## config.mk

```make
export PLATFORM = sky130hd
export DESIGN_NAME = d_branch_ctrl
export DESIGN_NICKNAME = d
export VERILOG_FILES = /design/src/rtl/d_branch_ctrl.sv
export SDC_FILE = /design/constraint.sdc
export NUM_CORES = 1
export LEC_CHECK = 0
export BUFFER_PORTS_ARGS = -buffer_cell sky130_fd_sc_hd__buf_2
export CAP_MARGIN = 0
export CORE_MARGIN = 2
export CORE_UTILIZATION = 50
export CTS_BUF_LIST = sky130_fd_sc_hd__clkbuf_4
export DETAILED_ROUTE_END_ITERATION = 6
export PLACE_DENSITY = 0.69
export REMOVE_ABC_BUFFERS = 1
export SLEW_MARGIN = 20
export SYNTH_ARGS = -nofsm -noshare
export SYNTH_HDL_FRONTEND = slang
export SYNTH_SLANG_ARGS = --single-unit
export TNS_END_PERCENT = 20
```

## constraint.sdc

```tcl
create_clock -name clk -period 3.3 [get_ports clk]
set_clock_uncertainty 0.05 [all_clocks]
set_input_delay 0.33 -clock clk [delete_from_list [all_inputs] [get_ports clk]]
set_output_delay 0.33 -clock clk [all_outputs]
set_load 0.05 [all_outputs]
```

## src/rtl/d_branch_ctrl.sv

```systemverilog
// D-stage branch sequencing: pending-write scoreboard, hazard stall, compare gating, delay-slot tracking.
// Optional performance counters are enabled by defining BR_PERF_EN.
module d_branch_ctrl #(
  parameter int NREG    = 32,
  parameter int LAT_W   = 2,
  parameter int MAX_LAT = 2,
  parameter int CNT_W   = 16
) (
  input  logic             clk,
  input  logic             reset,
  input  logic             D_valid,
  input  logic             D_is_branch,
  input  logic [4:0]       D_rs,
  input  logic [4:0]       D_rt,
  input  logic             D_we,
  input  logic [4:0]       D_wa,
  input  logic [LAT_W-1:0] D_lat,
  input  logic             cmp_taken,
  output logic             stall,
  output logic             cmp_en,
  output logic             redirect,
  output logic             in_slot,
  output logic             err
`ifdef BR_PERF_EN
  ,
  output logic [CNT_W-1:0] perf_br,
  output logic [CNT_W-1:0] perf_taken,
  output logic [CNT_W-1:0] perf_stall
`endif
);

  // state | meaning
  // IDLE  | no branch pending
  // WAIT  | branch held in D until its operands become forwardable
  // SLOT  | D holds the delay slot of a taken branch
  typedef enum logic [1:0] {
    S_IDLE = 2'd0,
    S_WAIT = 2'd1,
    S_SLOT = 2'd2
  } state_t;

  localparam int WC_W = $clog2(MAX_LAT + 2);

  state_t            r_state;
  state_t            w_state_nxt;
  logic [LAT_W-1:0]  r_cnt [NREG];
  logic [WC_W-1:0]   r_wait_cnt;
  logic [WC_W-1:0]   w_wait_nxt;
  logic              r_in_slot;
  logic              r_err;

  logic              w_rs_pend;
  logic              w_rt_pend;
  logic              w_hazard;
  logic              w_issue;
  logic              w_cmp_en;
  logic              w_redirect;
  logic [LAT_W-1:0]  w_lat_clamp;
  logic              w_sb_write;
  logic              w_wait_inc;
  logic              w_wait_clr;
  logic              w_slot_br;
  logic              w_wdog;

  assign w_rs_pend = (D_rs != 5'd0) && (r_cnt[D_rs] != '0);
  assign w_rt_pend = (D_rt != 5'd0) && (r_cnt[D_rt] != '0);
  assign w_hazard  = D_valid && D_is_branch && (w_rs_pend || w_rt_pend);
  assign w_issue   = D_valid && !w_hazard;

  assign w_cmp_en   = D_valid && D_is_branch && !w_hazard && (r_state != S_SLOT);
  assign w_redirect = w_cmp_en && cmp_taken;

  assign stall    = w_hazard;
  assign cmp_en   = w_cmp_en;
  assign redirect = w_redirect;
  assign in_slot  = r_in_slot;
  assign err      = r_err;

  assign w_lat_clamp = (D_lat > LAT_W'(MAX_LAT)) ? LAT_W'(MAX_LAT) : D_lat;
  // Branches never write a GPR, so their D_we is disregarded.
  assign w_sb_write  = w_issue && D_we && !D_is_branch && (D_wa != 5'd0) && (w_lat_clamp != '0);

  always_ff @(posedge clk) begin
    if (!reset) begin
      for (int r = 0; r < NREG; r++) r_cnt[r] <= '0;
    end else begin
      for (int r = 0; r < NREG; r++) begin
        if (r == 0)
          r_cnt[r] <= '0;
        else if (w_sb_write && (D_wa == 5'(r)))
          r_cnt[r] <= w_lat_clamp;
        else if (r_cnt[r] != '0)
          r_cnt[r] <= r_cnt[r] - 1'b1;
      end
    end
  end

  always_comb begin
    w_state_nxt = r_state;
    w_wait_inc  = 1'b0;
    w_wait_clr  = 1'b0;
    case (r_state)
      S_IDLE: begin
        if (w_hazard)        w_state_nxt = S_WAIT;
        else if (w_redirect) w_state_nxt = S_SLOT;
      end
      S_WAIT: begin
        if (w_hazard) begin
          w_wait_inc = 1'b1;
        end else begin
          w_wait_clr  = 1'b1;
          w_state_nxt = w_redirect ? S_SLOT : S_IDLE;
        end
      end
      S_SLOT: begin
        if (w_issue) w_state_nxt = S_IDLE;
      end
      default: w_state_nxt = S_IDLE;
    endcase
  end

  assign w_wait_nxt = r_wait_cnt + 1'b1;
  // Legal latencies never let the counter get this far; reaching it flags a stuck stall.
  assign w_wdog     = w_wait_inc && (w_wait_nxt == WC_W'(MAX_LAT + 1));
  assign w_slot_br  = (r_state == S_SLOT) && D_valid && D_is_branch;

  always_ff @(posedge clk) begin
    if (!reset) begin
      r_state    <= S_IDLE;
      r_wait_cnt <= '0;
      r_in_slot  <= 1'b0;
      r_err      <= 1'b0;
    end else begin
      r_state   <= w_state_nxt;
      r_in_slot <= (w_state_nxt == S_SLOT);
      if (w_wait_clr)
        r_wait_cnt <= '0;
      else if (w_wait_inc && (r_wait_cnt != WC_W'(MAX_LAT + 1)))
        r_wait_cnt <= w_wait_nxt;
      if (w_slot_br || w_wdog)
        r_err <= 1'b1;
    end
  end

`ifdef BR_PERF_EN
  logic [CNT_W-1:0] r_perf_br;
  logic [CNT_W-1:0] r_perf_taken;
  logic [CNT_W-1:0] r_perf_stall;

  always_ff @(posedge clk) begin
    if (!reset) begin
      r_perf_br    <= '0;
      r_perf_taken <= '0;
      r_perf_stall <= '0;
    end else begin
      if (w_cmp_en && (r_perf_br != '1))      r_perf_br    <= r_perf_br + 1'b1;
      if (w_redirect && (r_perf_taken != '1)) r_perf_taken <= r_perf_taken + 1'b1;
      if (w_hazard && (r_perf_stall != '1))   r_perf_stall <= r_perf_stall + 1'b1;
    end
  end

  assign perf_br    = r_perf_br;
  assign perf_taken = r_perf_taken;
  assign perf_stall = r_perf_stall;
`endif

endmodule

```

* Word level (Yosys, flattened, before mapping)
Memory sizes are Yosys's and may differ from the RTL's.
Cells that the tools add are included.
** Operators by class
- $add $sub $neg :: 32
- Order comparisons :: 1
- Eq/ne operators :: 37
- Multiplexer cells :: 293
- Bitwise gates (word level) :: 64
- Reduce and logical (&&, ||, !) cells :: 90
** Operator list (number)
- $mux W1 :: 223
- $mux W2 :: 69
- $eq A5 B5 Y1 const B :: 16
- $reduce_bool A2 Y1 :: 34
- $or A1 B1 Y1 :: 63
- $sub A2 B1 Y2 const B :: 31
- $logic_and A1 B1 Y1 :: 47
- $eq A5 B4 Y1 const B :: 8
- $eq A5 B3 Y1 const B :: 4
- $reduce_bool A5 Y1 :: 3
- $eq A5 B2 Y1 const B :: 2
- $eq A2 B2 Y1 const B :: 3
- $pmux W2 S3 :: 1
- $eq A5 B1 Y1 const B :: 1
- $ne A2 B2 Y1 const B :: 2
- $add A2 B1 Y2 const B :: 1
- $eq A2 B1 Y1 const B :: 1
- $gt A2 B2 Y1 const B :: 1
- $logic_not A1 Y1 :: 2
- $logic_not A2 Y1 :: 1
- $logic_or A1 B1 Y1 :: 2
- $reduce_or A2 Y1 :: 1
- $not A1 Y1 :: 1
** Word-level totals
- Register bits :: 6
- Memory bits (writable) :: 64
- Input port bits :: 23
- Output and inout bits :: 5
- Memories :: 1
** Memories
- r_cnt :: words 32, width 2, read ports 33, clocked after Yosys merged registers in 0, write ports 32, line 46 : logic [LAT_W-1:0] r_cnt [NREG];

* Logic depth before layout (Yosys ltp)
An unclocked memory read counts as a cell.
- Depth in word-level cells :: 17
- Mapped depth :: 13
- Gate-level depth less buffers :: 10

* Least setup slack after synthesis
No wires, ideal clock.
- Path kind :: input-to-output
- Start point :: in D_rs[2]
- End point :: out redirect
- Arrival :: 3.473 ns
- Slack :: -0.553 ns
- Stages :: 8
- Path buffers :: 1
- Cell sequence :: buf_2 > inv_1 > mux4_2 > o32a_1 > a2111oi_2 > nand2_1 > nor3_1 > and2_1
** On the way
- Cells in the longest elaborated chain, start to end :: 9
- Elaborated cells between the ends (all ways) :: 10
- Classes of those cells :: 9 x reduce/logical; 1 x memory
** Ends and longest elaborated chain
- start: declaration :: line 13 : input logic [4:0] D_rs,
- $mem_v2 Z32 W2
- $reduce_bool A2 Y1 :: line 65 : assign w_rs_pend = (D_rs != 5'd0) && (r_cnt[D_rs] != '0);
- $logic_and A1 B1 Y1 * :: line 65
- $logic_or A1 B1 Y1 * :: line 67 : assign w_hazard = D_valid && D_is_branch && (w_rs_pend || w_rt_pend);
- $logic_and A1 B1 Y1 * :: line 67
- $logic_not A1 Y1 * :: line 70 : assign w_cmp_en = D_valid && D_is_branch && !w_hazard && (r_state != S_SLOT);
- $logic_and A1 B1 Y1 * (2 in a row) :: line 70
- named net cmp_en :: line 20 : output logic cmp_en,
- $logic_and A1 B1 Y1 * :: line 71 : assign w_redirect = w_cmp_en && cmp_taken;
- end: declaration :: line 21 : output logic redirect,
Mark *: on every way through the listed nets, which the timed path passes. The rest lies on a longest branch.

==> impl_metrics.csv <==
group,metric,value,unit
floorplanning,die-area,10900,µm²
timing,slew_viol_final,0,
timing,finalHoldViolCount,0,
logic_synthesis,synth.avg_cell_area,7.87,µm²
placement,dp_hpwl,8910,µm
timing,fmaxAchievable,0.312,GHz
timing,worst_slew_pin_slew,0.658,ns
logic_synthesis,ys_ff_latch,68,
clock_tree,cts.sinks,68,
floorplanning,io_pins,28,
timing,setup_viol,0,
route,routed_wl,12600,µm
run,drv_cap,0,
global_routing,grt_max_degree,59,
timing,relSlewSlack,0.561,
clock_tree,h-tree-depth,3,
route,avgViaCountPerCell,5.75,
setup_path,worstPathArrival,2.82,ns
setup_path,cp-start-kind,"flop",
setup_path,endpoint_kind,"output port",
global_routing,grt_first_pass_wirelength,20500,µm
power_and_ir_drop,totalPowerFinal,4.50,mW
route,ant_nets,0,
logic_synthesis,async_flop_share,0,
logic_synthesis,syn-cell-area,5030,µm²
route,drt_iter0_drc,301,
logic_synthesis,yosys.area.top_type,"edfxtp_1",
floorplanning,coreArea,9770,µm²
clock_tree,cts_buffers,9,
layout,num-fill-cells,932,
placement,place_congestion,0.939,
logic_synthesis,netlist-cell-type-count,43,
hold_path,min_path_type,"in2reg",
clock_tree,clock_latency,0.43,ns
global_routing,met2_usage,0.391,
timing,post-route-period-util,0.971,
power_and_ir_drop,peakVddDrop,0.345,mV
route,vias,4585,
global_routing,grt.met3_usage,0.0457,
setup_path,worst-setup-path-type,"reg2out",
logic_synthesis,yosysTopAreaCellShare,0.370,
layout,postLayoutCoreUtil,0.563,
logic_synthesis,synth_top_family_by_area,"simple AND/OR/NAND/NOR gates",
global_routing,gr-usage-met1,0.305,
setup_path,cp_max_fo,3,
logic_synthesis,synth_edf_count,62,
logic_synthesis,synth_mux_area_frac,0.0289,
floorplanning,start_util,0.514,
layout,antenna_cells,0,
timing,fin_crit,3.20,ns
clock_tree,cts_hold_buffers,0,
route,drc,0,
logic_synthesis,synth_area_leaders,"edfxtp_1, nor2_1, ha_1, a21oi_1, nand3_1",
logic_synthesis,synth-compound-area-share,0.136,
clock_tree,clock-root-buffer,"clkbuf_4",
layout,finalNetCount,716,
logic_synthesis,yosys.area_share.simple,0.272,
logic_synthesis,syn_inst,639,
global_routing,grt_use_total,0.238,
clock_tree,cts_tree,"yes",
clock_tree,clkTransAtPathRegs,0.10,ns
logic_synthesis,synth_fa_ha_area_frac,0.0822,
floorplanning,rows,36,
global_routing,antenna_found_initial,0,
logic_synthesis,yosysWarnings,0,
logic_synthesis,synth-xor-area-share,0.00174,
placement,portBuffers,27,
power_and_ir_drop,pwr_density_cell,817,nW/µm²
global_routing,overflow,0,
outcome,outcome,"finished, final reports clean",
global_routing,busiest_layer,"met2",
global_routing,grt_pass1_vias,4307,
route,drt_first_pass_iters,5,
layout,drive_gt1_frac,0.122,
clock_tree,clk_path_buf_depth,2,
floorplanning,die_h,104,µm
logic_synthesis,synth_top_flop_cell,"edfxtp_1",
logic_synthesis,yosysSeqAreaShare,0.394,
route,wl_per_cell,15.8,µm
floorplanning,die_x,104,µm
setup_path,required,2.92,ns
layout,syn_to_final_growth,9.53,%
power_and_ir_drop,p_leak,2.25,nW
-- synth_stat cells, types with 2 or more instances --
master     number
mux2i_1        10
o211ai_1        2
o2111ai_1       2
buf_2           3
nand2_1        48
ha_1           33
o32a_1          2
a21oi_1        71
o21ai_0         4
o41ai_1         3
dfxtp_1         6
o22ai_1         3
nand3_1        59
a211oi_1       13
edfxtp_1       62
and3_1          6
nor4_1          5
nor2_1        124
a2111oi_0       4
clkbuf_1       34
nand2b_1        4
a31oi_1         9
inv_1          71
and2_1         11
nor2b_1         7
nor3_1         25
mux4_2          2
-- cell usage in the layout, fill, tap and decap left out, types with 7 or more instances in the layout --
cell / n
a211oi_1: 13
a21oi_1: 71
a31oi_1: 9
and2_1: 10
buf_2: 25
buf_4: 23
clkbuf_4: 16
edfxtp_1: 62
ha_1: 33
inv_1: 70
mux2i_1: 10
nand2_1: 47
nand3_1: 58
nor2_1: 120
nor2b_1: 7
nor3_1: 24
-- metrics by stage --
step / hold WS, ns / setup TNS (ns) / setup WS, ns / cells / area, µm²
after floorplan: 0.406 / -0.514 / -0.514 / 600 / 4870
after global placement: 0.441 / 0 / 0.256 / 773 / 5270
after detailed placement: 0.447 / 0 / 0.224 / 773 / 5270
after CTS: 0.160 / 0 / 0.00509 / 792 / 5430
after global routing: 0.168 / -0.000558 / -0.000558 / 798 / 5510
final: 0.169 / 0 / 0.0966 / 798 / 5510
-- path summary, 6_finish.rpt --
| check | to | from | cells after the start | slack (ns) |
|---|---|---|---|---|
| hold reg to reg | r_state[0] | r_state[1] | 1 | 0.45 |
| setup reg to reg | in_slot | r_cnt[30][0] | 10 | 0.35 |
| hold / removal | r_state[0] | D_is_branch | 3 | 0.17 |
| setup / recovery | redirect | r_cnt[30][0] | 9 | 0.1 |
-- cells by family after synthesis --
family | Yosys count
AOI/OAI and AO/OA | 115
xor gates and xnor gates | 1
adders and majority gates | 33
buffers and inverters | 110
DFF | 68
muxes | 12
and+or+nand+nor | 300
-- cell type report --
| type | instances | area [µm²] | area share |
|---|---|---|---|
| clock buffers | 16 | 120 | 0.0218 |
| inverters | 71 | 267 | 0.0484 |
| multi-input cells | 461 | 2660 | 0.483 |
| flip-flops and latches | 68 | 1980 | 0.360 |
| well taps | 133 | 166 | 0.0302 |
| repair buffers | 49 | 313 | 0.0568 |
-- power breakdown --
part / leakage (nW) / switching (mW) / total (mW) / internal [mW]
clock network: 0.0736 / 0.293 / 0.509 / 0.216
registers: 0.726 / 0.281 / 1.77 / 1.49
logic: 1.45 / 1.25 / 2.22 / 0.975
total: 2.25 / 1.82 / 4.50 / 2.68
-- state kept, by name, indices dropped and copies added (netlist names) --
register / cells
err: 1
in_slot: 1
r_cnt: 62
r_state: 2
r_wait_cnt: 2
-- metal layers --
layer / part of all wire / routed length, µm
met2: 0.47 / 5870
met5: 0 / 0
met1: 0.44 / 5570
met4: 0.018 / 227
met3: 0.073 / 924
-- critical path: stages (launching register included) --
cell and delay [ns]:
edfxtp_1 0.42, or3_1 0.36, a21oi_1 0.18, o41ai_1 0.10, o32a_1 0.33, a2111oi_4 0.31
nand2_2 0.16, nor3_2 0.22, and2_4 0.18, buf_8 0.13
-- repair_timing --
item	in CTS	in global routing
resized for setup	7	7
setup endpoints to repair	2	3
pin swaps	2	7
setup buffers	3	6
Note: power is estimated with default switching activity, not from simulation.
